**src/rtl/pr_ctrl_pkg.sv**
```systemverilog
// pr_ctrl_pkg: shared types and constants for the partial-reconfiguration
// sequencer.
//   pr_state_t   - sequencer states
//   ST_*         - status codes driven by the PR IP on pr_status
//   ERR_*        - err_code values (IP fault codes reused as-is)
//   is_ip_fault  - true for the IP status codes that abort a reconfiguration
//   max_u        - helper used to size the shared timer
package pr_ctrl_pkg;

  typedef enum logic [2:0] {
    S_IDLE      = 3'd0,
    S_FREEZE    = 3'd1,
    S_START     = 3'd2,
    S_STREAM    = 3'd3,
    S_WAIT_DONE = 3'd4,
    S_RELEASE   = 3'd5,
    S_FAIL      = 3'd6
  } pr_state_t;

  // PR IP status encodings
  localparam logic [2:0] ST_IDLE     = 3'b000;
  localparam logic [2:0] ST_ERR      = 3'b001;
  localparam logic [2:0] ST_CRC      = 3'b010;
  localparam logic [2:0] ST_INCOMPAT = 3'b011;
  localparam logic [2:0] ST_BUSY     = 3'b100;
  localparam logic [2:0] ST_OK       = 3'b101;

  // Error codes; 001..011 mirror the IP fault status directly
  localparam logic [2:0] ERR_NONE     = 3'b000;
  localparam logic [2:0] ERR_IP       = 3'b001;
  localparam logic [2:0] ERR_CRC      = 3'b010;
  localparam logic [2:0] ERR_INCOMPAT = 3'b011;
  localparam logic [2:0] ERR_TIMEOUT  = 3'b110;
  localparam logic [2:0] ERR_LEN      = 3'b111;

  function automatic logic is_ip_fault(input logic [2:0] st);
    return (st == ST_ERR) || (st == ST_CRC) || (st == ST_INCOMPAT);
  endfunction

  function automatic int unsigned max_u(input int unsigned a, input int unsigned b);
    return (a > b) ? a : b;
  endfunction

endpackage

```
**src/rtl/pr_ctrl_timer.sv**
```systemverilog
// pr_ctrl_timer: loadable down-counter shared by the settle and timeout
// phases of the sequencer. Loading N-1 makes expired assert on the N-th
// cycle after the load.
//   clk, n_rst  - clock, asynchronous active-low reset
//   load        - load load_val this cycle (takes priority over counting)
//   load_val    - value to load
//   expired     - counter is at zero
module pr_ctrl_timer #(
  parameter int unsigned W = 8
) (
  input  logic         clk,
  input  logic         n_rst,
  input  logic         load,
  input  logic [W-1:0] load_val,
  output logic         expired
);

  logic [W-1:0] cnt;

  always_ff @(posedge clk or negedge n_rst) begin
    if (!n_rst) begin
      cnt <= '0;
    end else if (load) begin
      cnt <= load_val;
    end else if (cnt != '0) begin
      cnt <= cnt - 1'b1;
    end
  end

  assign expired = (cnt == '0);

endmodule

```
**src/rtl/pr_ctrl.sv**
```systemverilog
// pr_ctrl: sequencer for one partial-reconfiguration region. Freezes the
// region, starts the PR IP, streams the bitstream from a valid/ready source
// into the IP, waits for the IP verdict and then releases the region
// (success) or keeps it frozen and flags an error (failure).
// Ports:
//   clk, n_rst        - clock, asynchronous active-low reset
//   req, req_len      - start pulse and word count (sampled in IDLE/FAIL)
//   src_data/valid    - bitstream source; src_ready back to the source
//   pr_data/valid     - combinational pass-through to the PR IP
//   pr_data_ready     - PR IP data ready
//   pr_status         - PR IP status
//   pr_start          - PR IP start (registered)
//   freeze            - region freeze (registered)
//   busy, done, error - registered status; done is a one-cycle pulse
//   err_code          - cause of the last failure, held until next accepted req
module pr_ctrl
  import pr_ctrl_pkg::*;
#(
  parameter int unsigned DATA_W      = 16,
  parameter int unsigned LEN_W       = 20,
  parameter int unsigned SETTLE_CYC  = 16,
  parameter int unsigned TIMEOUT_CYC = 50_000_000
) (
  input  logic              clk,
  input  logic              n_rst,
  input  logic              req,
  input  logic [LEN_W-1:0]  req_len,
  input  logic [DATA_W-1:0] src_data,
  input  logic              src_valid,
  output logic              src_ready,
  output logic [DATA_W-1:0] pr_data,
  output logic              pr_data_valid,
  input  logic              pr_data_ready,
  input  logic [2:0]        pr_status,
  output logic              pr_start,
  output logic              freeze,
  output logic              busy,
  output logic              done,
  output logic              error,
  output logic [2:0]        err_code
);

  localparam int unsigned TMR_MAX = max_u(SETTLE_CYC, TIMEOUT_CYC);
  localparam int unsigned TMR_W   = $clog2(TMR_MAX + 1);

  localparam logic [TMR_W-1:0] SETTLE_LD  = TMR_W'(SETTLE_CYC - 1);
  localparam logic [TMR_W-1:0] TIMEOUT_LD = TMR_W'(TIMEOUT_CYC - 1);

  pr_state_t          state, state_nxt;
  logic [LEN_W-1:0]   len_q;
  logic [LEN_W-1:0]   word_cnt;
  logic [2:0]         err_nxt;
  logic               accept;
  logic               in_stream;
  logic               xfer;
  logic               last_xfer;
  logic               tmr_load;
  logic [TMR_W-1:0]   tmr_load_val;
  logic               tmr_expired;

  // ---------------------------------------------------------------------------
  // Handshake path: purely combinational, gated by the STREAM state only
  // ---------------------------------------------------------------------------
  assign in_stream     = (state == S_STREAM);
  assign pr_data       = src_data;
  assign src_ready     = in_stream & pr_data_ready;
  assign pr_data_valid = in_stream & src_valid;
  assign xfer          = in_stream & src_valid & pr_data_ready;
  assign last_xfer     = xfer && (word_cnt == (len_q - 1'b1));

  // ---------------------------------------------------------------------------
  // Next-state logic
  // ---------------------------------------------------------------------------
  always_comb begin
    state_nxt = state;
    err_nxt   = err_code;
    accept    = 1'b0;

    case (state)
      S_IDLE, S_FAIL: begin
        if (req) begin
          if (req_len != '0) begin
            state_nxt = S_FREEZE;
            err_nxt   = ERR_NONE;
            accept    = 1'b1;
          end else begin
            state_nxt = S_FAIL;
            err_nxt   = ERR_LEN;
          end
        end
      end

      S_FREEZE: begin
        if (tmr_expired) state_nxt = S_START;
      end

      S_START: begin
        // IP acceptance wins over a timeout landing in the same cycle
        if (pr_status == ST_BUSY) begin
          state_nxt = S_STREAM;
        end else if (tmr_expired) begin
          state_nxt = S_FAIL;
          err_nxt   = ERR_TIMEOUT;
        end
      end

      S_STREAM: begin
        if (is_ip_fault(pr_status)) begin
          state_nxt = S_FAIL;
          err_nxt   = pr_status;
        end else if (last_xfer) begin
          state_nxt = S_WAIT_DONE;
        end
      end

      S_WAIT_DONE: begin
        if (pr_status == ST_OK) begin
          state_nxt = S_RELEASE;
        end else if (is_ip_fault(pr_status)) begin
          state_nxt = S_FAIL;
          err_nxt   = pr_status;
        end else if (tmr_expired) begin
          state_nxt = S_FAIL;
          err_nxt   = ERR_TIMEOUT;
        end
      end

      S_RELEASE: begin
        if (tmr_expired) state_nxt = S_IDLE;
      end

      default: state_nxt = S_IDLE;
    endcase
  end

  // ---------------------------------------------------------------------------
  // Shared timer: reloaded on every state change with the budget of the
  // state being entered.
  // ---------------------------------------------------------------------------
  always_comb begin
    tmr_load     = (state_nxt != state);
    tmr_load_val = '0;
    case (state_nxt)
      S_FREEZE, S_RELEASE:  tmr_load_val = SETTLE_LD;
      S_START, S_WAIT_DONE: tmr_load_val = TIMEOUT_LD;
      default:              tmr_load_val = '0;
    endcase
  end

  pr_ctrl_timer #(
    .W (TMR_W)
  ) u_timer (
    .clk      (clk),
    .n_rst    (n_rst),
    .load     (tmr_load),
    .load_val (tmr_load_val),
    .expired  (tmr_expired)
  );

  // ---------------------------------------------------------------------------
  // State, request capture and word counter
  // ---------------------------------------------------------------------------
  always_ff @(posedge clk or negedge n_rst) begin
    if (!n_rst) begin
      state    <= S_IDLE;
      len_q    <= '0;
      word_cnt <= '0;
      err_code <= ERR_NONE;
    end else begin
      state    <= state_nxt;
      err_code <= err_nxt;
      if (accept) begin
        len_q    <= req_len;
        word_cnt <= '0;
      end else if (xfer) begin
        word_cnt <= word_cnt + 1'b1;
      end
    end
  end

  // ---------------------------------------------------------------------------
  // Registered control outputs, derived from the next state so they line up
  // with the state they describe.
  // ---------------------------------------------------------------------------
  always_ff @(posedge clk or negedge n_rst) begin
    if (!n_rst) begin
      pr_start <= 1'b0;
      freeze   <= 1'b0;
      busy     <= 1'b0;
      done     <= 1'b0;
      error    <= 1'b0;
    end else begin
      pr_start <= (state_nxt == S_START);
      busy     <= !(state_nxt inside {S_IDLE, S_FAIL});
      error    <= (state_nxt == S_FAIL);
      done     <= (state == S_RELEASE) && (state_nxt == S_IDLE);
      // freeze is held across FAIL so a length error before any freeze
      // leaves the region unfrozen, while a failed reconfiguration keeps it
      // frozen; only a completed RELEASE drops it.
      if (state_nxt == S_FREEZE) begin
        freeze <= 1'b1;
      end else if (state_nxt == S_IDLE) begin
        freeze <= 1'b0;
      end
    end
  end

endmodule

```
**config.mk**
```make
export PLATFORM = sky130hd
export DESIGN_NAME = pr_ctrl
export DESIGN_NICKNAME = d
export VERILOG_FILES = /design/src/rtl/pr_ctrl_pkg.sv /design/src/rtl/pr_ctrl_timer.sv /design/src/rtl/pr_ctrl.sv
export SDC_FILE = /design/constraint.sdc
export NUM_CORES = 1
export LEC_CHECK = 0
export CAP_MARGIN = 20
export CORE_UTILIZATION = 50
export CTS_CLUSTER_SIZE = 25
export DETAILED_ROUTE_END_ITERATION = 16
export MAX_ROUTING_LAYER = met4
export PLACE_DENSITY = 0.84
export SYNTH_ARGS = -nofsm -noshare
export SYNTH_HDL_FRONTEND = slang
export SYNTH_SLANG_ARGS = --single-unit
```
**constraint.sdc**
```tcl
create_clock -name clk -period 3.3 [get_ports clk]
set_input_delay 0.495 -clock clk [delete_from_list [all_inputs] [get_ports clk]]
set_output_delay 0.495 -clock clk [all_outputs]
set_load 0.02 [all_outputs]
```
==> results.py, run 1 <==
metrics = {
    "run_status": {
        "status": "finished clean",
    },
    "power_and_ir_drop": {
        "pwr-share-seq_pct": 29.8,
        "p_leak_nw": 2.44,
        "p_clk_share_pct": 13.4,
        "p_sw_share_pct": 44.0,
        "internal_power_mw": 3.01,
        "ir_worst_vdd_v": 0.000459,
        "p_per_area_mw_per_mm2": 900,
        "p_sw_mw": 2.37,
        "power_frac_comb_pct": 56.7,
    },
    "cts": {
        "clock_path_buffers": 2,
        "cts.clk_slew.worst_paths_ns": 0.08,
        "root_buffer": "clkbuf_8",
        "htree_levels": 3,
        "cts_buffers": 9,
        "clock_latency_ns": 0.36,
        "cts_tree": "done",
        "clock_sinks": 77,
    },
    "synth": {
        "async_reset_ff_share_pct": 100,
        "yosys.area.top_type": "dfrtp_1",
        "synth.area.top_cells": "dfrtp_1 (38%), xnor2_1 (6.4%), xor2_1 (5.2%)",
        "synth-seq-cells": 77,
        "yosys.area.top_type_share_pct": 38.1,
        "synthCells": 550,
        "synthFlopType": "dfrtp_1",
        "synth_cell_types": 70,
        "ys_seq_area_share_pct": 38.1,
        "avgSynthCellArea_um2": 9.20,
        "synth_warnings": 0,
        "synth_edf_count": 0,
        "syn_area_mm2": 0.00506,
        "synth_nets": 599,
    },
    "layout": {
        "finish.net_count": 650,
        "drive_gt1_share_pct": 17.7,
        "nFillCells": 814,
        "num_antenna_cells": 0,
        "syn2layout_area_growth_pct": 18.0,
        "post-route-util_pct": 61.1,
    },
    "sta": {
        "fmaxAchievable_mhz": 321,
        "worst_pin_slew_ns": 0.644,
        "rsz0062_at_grt": "no",
        "hold_viol": 0,
        "fin_crit_sh_pct": 94.4,
        "fin_setup_tns_ns": 0,
        "fin_skew_ns": 0.0117,
        "fin_crit_ns": 3.11,
        "whs_ns": 0.473,
        "slew_violations": 0,
        "setup_viol_count_final": 0,
        "relSlewSlack_pct": 56.6,
    },
    "detailed_routing": {
        "num_vias": 4400,
        "drc_errors": 0,
        "viasPerCell": 5.95,
        "firstDrtPassIters": 4,
        "ant_nets": 0,
        "wirelength_um": 12700,
        "wl_per_cell_um": 17.2,
        "drt_iter0_drc": 255,
    },
    "floorplanning": {
        "start_util_pct": 51.8,
        "std_cell_rows": 36,
        "io_pins": 70,
        "fp.dieW_um": 103,
        "dieArea_mm2": 0.0105,
        "core_area_mm2": 0.00977,
        "chipHeight_um": 103,
    },
    "worst_setup_path": {
        "path_class": "reg2reg",
        "crit_path_end_kind": "register",
        "cp.arrival_ns": 3.36,
        "cp-start-kind": "register",
        "slowest_delay_ns": 0.44,
        "crit_top_cell": "a211oi_1",
        "cp.required_ns": 3.54,
        "cp_slowest_cell": "or4_1",
        "critPathMaxFanout": 3,
        "crit_chain": "inv_1, ha_1, nor4b_4, xnor2_1, or4_1, a22o_1, a21o_1, nor4bb_2, a211oi_1, a211oi_1, mux2_2",
    },
    "global_route": {
        "grt_pass1_wl_um": 20800,
        "grt_overflow": 0,
        "grt_pass1_vias": 4319,
        "antenna_found_initial": 0,
        "grt_usage_pct": 26.5,
        "grt_max_degree": 78,
    },
    "job": {
        "maxCapViolCount": 0,
    },
    "placement": {
        "gp_congestion": 1.01,
        "dp_hpwl_um": 9220,
        "port_buffers": 37,
    },
    "hold_path": {
        "hold_class": "in2async",
    },
}
[Yosys cell counts (all sizes together), types with 4 or more instances]
| library cell | count |
|---|---|
| xor2 | 30 |
| nor2 | 62 |
| ha | 5 |
| and2 | 5 |
| mux2 | 16 |
| or4 | 8 |
| buf | 22 |
| or2 | 4 |
| xnor2 | 37 |
| o31ai | 18 |
| dfrtp | 77 |
| and3 | 6 |
| nand4 | 8 |
| o21a | 4 |
| and4 | 7 |
| a21oi | 20 |
| a211oi | 6 |
| nand3b | 5 |
| nor2b | 8 |
| nand2b | 5 |
| inv | 12 |
| nor4 | 20 |
| nor3 | 16 |
| nand3 | 20 |
| nand2 | 39 |
| o21ai | 20 |
| or3 | 4 |
| clkbuf | 18 |
[state kept, by name, summed over array words and instances, names as in the netlist]
signal / count
busy: 1
done: 1
err_code: 3
error: 1
freeze: 1
len_q: 20
pr_start: 1
state: 3
u_timer.cnt: 26
word_cnt: 20
[cells by family (layout without fill, tap and decap cells)]
kind of cell	count (synthesis)	after routing	share of synthesized area [%]
fa+ha+maj	5	5	1.24
simple gates	227	227	24.2
mux	17	17	3.76
compound gates	105	105	15.6
buf+inv	52	108	5.56
flops	77	77	38.1
xor+xnor	67	67	11.6
[timing repair]
action / 4_1_cts / 5_1_grt
hold buffers: 0 / 1
resized for setup: 0 / 8
hold endpoints to repair: 0 / 4
buffers inserted: 0 / 0
endpoints found under the setup margin: 0 / 24
[cell usage in the layout, fill, tap and decap left out, types with 7 or more instances in the layout]
cell	Yosys	layout
dfrtp_1	77	77
nor2_1	62	62
buf_4	19	40
nand2_1	39	39
xnor2_1	37	37
clkdlybuf4s50_1	0	36
xor2_1	30	30
a21oi_1	20	20
nand3_1	19	19
nor4_1	19	18
o21ai_0	16	16
mux2_2	16	16
nor3_1	16	14
inv_1	12	12
o31ai_2	10	10
clkbuf_8	0	9
nor2b_1	8	8
o31ai_1	8	8
nand4_1	8	8
and4_1	7	7
[metal layers]
layer  vias up  share of wire, %  track usage, %  wire length, um
met5         -                 0               -                0
met4         0               2.4            10.2              308
met3        27               5.3            3.19              673
met2       166                47            41.8             6020
met1      2132                45            34.8             5700
li1       2075                 -               -                -
[metrics by stage]
stage	setup slack (ns)	std cells	power [mW]	cell area, um^2
finish	0.186	739	5.38	5970
global route	0.0211	739	5.73	5970
CTS	0.0542	737	5.29	5890
detailed placement	0.0436	721	4.55	5700
global placement	0.184	721	4.44	5700
floorplan	0.0259	550	3.67	5060
[worst max-delay path, delay by kind of cell, from the launching register on]
| kind | cells | cell delay (ns) |
|---|---|---|
| AO/OA/AOI/OAI | 4 | 0.82 |
| adder cells (fa/ha/maj) | 1 | 0.19 |
| XOR/XNOR | 1 | 0.11 |
| buffers and inverters | 1 | 0.07 |
| flip-flops | 1 | 0.39 |
| multiplexers | 1 | 0.37 |
| AND/OR/NAND/NOR | 3 | 1.05 |
[power by group through the flow]
stage | clock network [mW] | registers (mW) | logic [mW]
after global placement | 0 | 1.58 | 2.86
final | 0.721 | 1.60 | 3.05
after CTS | 0.725 | 1.59 | 2.98
after global routing | 0.758 | 1.64 | 3.32
after detailed placement | 0 | 1.60 | 2.96
after floorplan | 0 | 1.56 | 2.11
[cell type report]
| class | count | area [um^2] | area share [%] |
|---|---|---|---|
| clock inverter | 6 | 63.8 | 1.07 |
| tap | 133 | 166 | 2.79 |
| inverter | 12 | 45.0 | 0.754 |
| sequential | 77 | 1930 | 32.3 |
| timing repair buffer | 80 | 738 | 12.4 |
| clock buffer | 10 | 128 | 2.14 |
| multi-input combinational | 421 | 2900 | 48.6 |
[final timing paths]
| kind | cells after the start | end | slack [ns] | startpoint |
|---|---|---|---|---|
| max | 11 | freeze | 0.19 | len_q[1] |
| min | 2 | word_cnt[14] | 0.47 | n_rst |
| max reg2reg | 11 | freeze | 0.19 | len_q[1] |
| min reg2reg | 1 | err_code[1] | 0.54 | err_code[1] |
| max in group asynchronous | 3 | pr_start | 2.25 | n_rst |
| min in group clk | 1 | err_code[1] | 0.54 | err_code[1] |
Power figures use the tool's default switching activity.
==> inputs of run 2 (changes only) <==
Settings changed: PLACE_DENSITY 0.84 to 0.81.
Clock period 3.3 ns to 3.1 ns, I/O delays scaled along.
==> results.py, run 2 (synthesis gave the netlist of run 1 again) <==
metrics = {
    "placement": {
        "place_ws_ns": -0.239,
        "post-place-cells": 731,
        "place_area_mm2": 0.00578,
        "port_buffers": 37,
        "gp_congestion": 0.981,
        "dp_hpwl_um": 9330,
    },
    "layout": {
        "layout_commonest_cell": "dfrtp_1",
        "top_register": "u_timer.cnt",
        "drive_gt1_share_pct": 25.2,
        "largest_reg_flops": 26,
        "finish.net_count": 669,
        "syn2layout_area_growth_pct": 27.7,
        "reg.largest.list": "u_timer.cnt x26, len_q x20, word_cnt x20",
        "final_area_mm2": 0.00646,
        "post-route-util_pct": 66.1,
        "fin_cells": 757,
        "num_antenna_cells": 0,
        "final_cell_mix": "dfrtp_1 (75), nor2_1 (56), buf_4 (55)",
    },
    "worst_setup_path": {
        "ff2ff_path_depth": 10,
        "r2r_start": "u_timer.cnt[0]",
        "cp-start-kind": "register",
        "cp_slowest_cell": "or3b_2",
        "crit_path_end_kind": "register",
        "cp.required_ns": 3.34,
        "path_class": "reg2reg",
        "path_delay_family": "simple AND/OR/NAND/NOR gates",
        "crit_chain": "inv_1, ha_1, or3b_2, nor4_4, o2111ai_2, o211a_4, and3_1, o32ai_4, clkbuf_16, o31ai_4",
        "reg2reg_slack_ns": -0.1,
        "r2r_end": "u_timer.cnt[14]",
        "cp.arrival_ns": 3.44,
        "path_buf_inv": 2,
        "slowest_delay_ns": 0.51,
        "critPathMaxFanout": 7,
    },
    "cts": {
        "cts_buffers": 9,
        "cts_tree": "done",
        "clock_path_buffers": 2,
        "ctsHoldBuffers": 0,
        "htree_levels": 3,
        "clock_sinks": 77,
        "clock_latency_ns": 0.38,
        "cts.clk_slew.worst_paths_ns": 0.09,
        "root_buffer": "clkbuf_8",
    },
    "sta": {
        "fin_crit_sh_pct": 103,
        "fmaxAchievable_mhz": 313,
        "fin_crit_ns": 3.20,
        "hold_viol": 0,
        "worst_pin_slew_ns": 0.615,
        "slew_violations": 0,
        "worst_slack_ns": -0.0999,
        "relSlewSlack_pct": 58.6,
        "fin_skew_ns": 0.0215,
        "fin_setup_tns_ns": -0.944,
        "rsz0062_at_grt": "yes",
        "setup_viol_count_final": 14,
    },
    "global_route": {
        "grt_pass1_vias": 4370,
        "grt_pass1_wl_um": 21100,
        "grt_overflow": 0,
        "grt_usage_pct": 26.8,
        "grt_max_degree": 78,
        "antenna_found_initial": 0,
    },
    "detailed_routing": {
        "wirelength_um": 14200,
        "drt_iter0_drc": 351,
        "num_vias": 4657,
        "ant_nets": 0,
        "viasPerCell": 6.15,
        "wl_per_cell_um": 18.8,
        "firstDrtPassIters": 5,
        "drc_errors": 0,
    },
    "power_and_ir_drop": {
        "ir_worst_vdd_v": 0.000623,
        "p_per_area_mw_per_mm2": 1060,
        "p_leak_nw": 2.63,
    },
    "run_status": {
        "status": "complete, but fails checks",
        "violations": "setup timing",
    },
    "hold_path": {
        "hold_class": "in2async",
    },
    "floorplanning": {
        "fp.dieW_um": 103,
        "core_area_mm2": 0.00977,
        "io_pins": 70,
        "dieArea_mm2": 0.0105,
        "chipHeight_um": 103,
        "start_util_pct": 51.8,
        "std_cell_rows": 36,
    },
    "job": {
        "maxCapViolCount": 0,
    },
}
[run 2: changes by cell type in the layout (fill, tap and decap cells not counted), moves of 3 or more]
cell       before  now
o31ai_2        10    3
nor2_1         62   56
o31ai_1         8    0
clkbuf_16       0    3
a211oi_1        6    3
nor2_2          0    4
buf_4          40   55
a211oi_2        0    3
o31ai_4         0   15
[run 2: cell type report]
| class | instances | area [um^2] |
|---|---|---|
| clock buffer | 10 | 128 |
| clock inverter | 5 | 28.8 |
| tap | 133 | 166 |
| fill | 743 | 3310 |
| multi-input combinational | 421 | 3230 |
| timing repair buffer | 99 | 931 |
| sequential | 77 | 1930 |
| inverter | 12 | 45.0 |
[run 2: what timing repair did]
action,in CTS,in global routing
pin swaps,4,21
cloned,0,4
endpoints found under the setup margin,21,29
buffers inserted,1,5
gates resized for setup,12,55
[run 2: worst max path at each step]
stage	start	to	slack, ns	cells past startpoint
6_report	u_timer.cnt[0]	u_timer.cnt[14]	-0.1	10
5_1_grt	len_q[10]	u_timer.cnt[23]	-0.20	10
4_1_cts	len_q[0]	u_timer.cnt[2]	0.01	12
3_5_place_dp	req_len[14]	u_timer.cnt[5]	-0.24	12
3_3_place_gp	pr_data_ready	freeze	-0.09	10
2_1_floorplan	len_q[0]	u_timer.cnt[13]	0.006	14
[run 2: metrics by stage]
stage / power, mW / hold WS [ns]
4_1_cts: 5.67 / 0.301
3_5_place_dp: 4.93 / 0.517
5_1_grt: 7.21 / 0.107
3_3_place_gp: 4.78 / 0.503
6_report: 6.85 / 0.0608
2_1_floorplan: 3.93 / 0.169
[run 2: power by group]
part	switching, mW	internal (mW)
logic	2.37	2.10
registers	0.364	1.35
clock network	0.385	0.282
[run 2: layer usage]
layer	GRT usage [%]	wire length [um]	share of wire [%]	up-vias
li1	-	-	-	2114
met1	34.6	6000	42	2270
met2	40.9	6850	48	226
met3	5.15	910	6.4	47
met4	11.8	466	3.3	0
met5	-	0	0	-
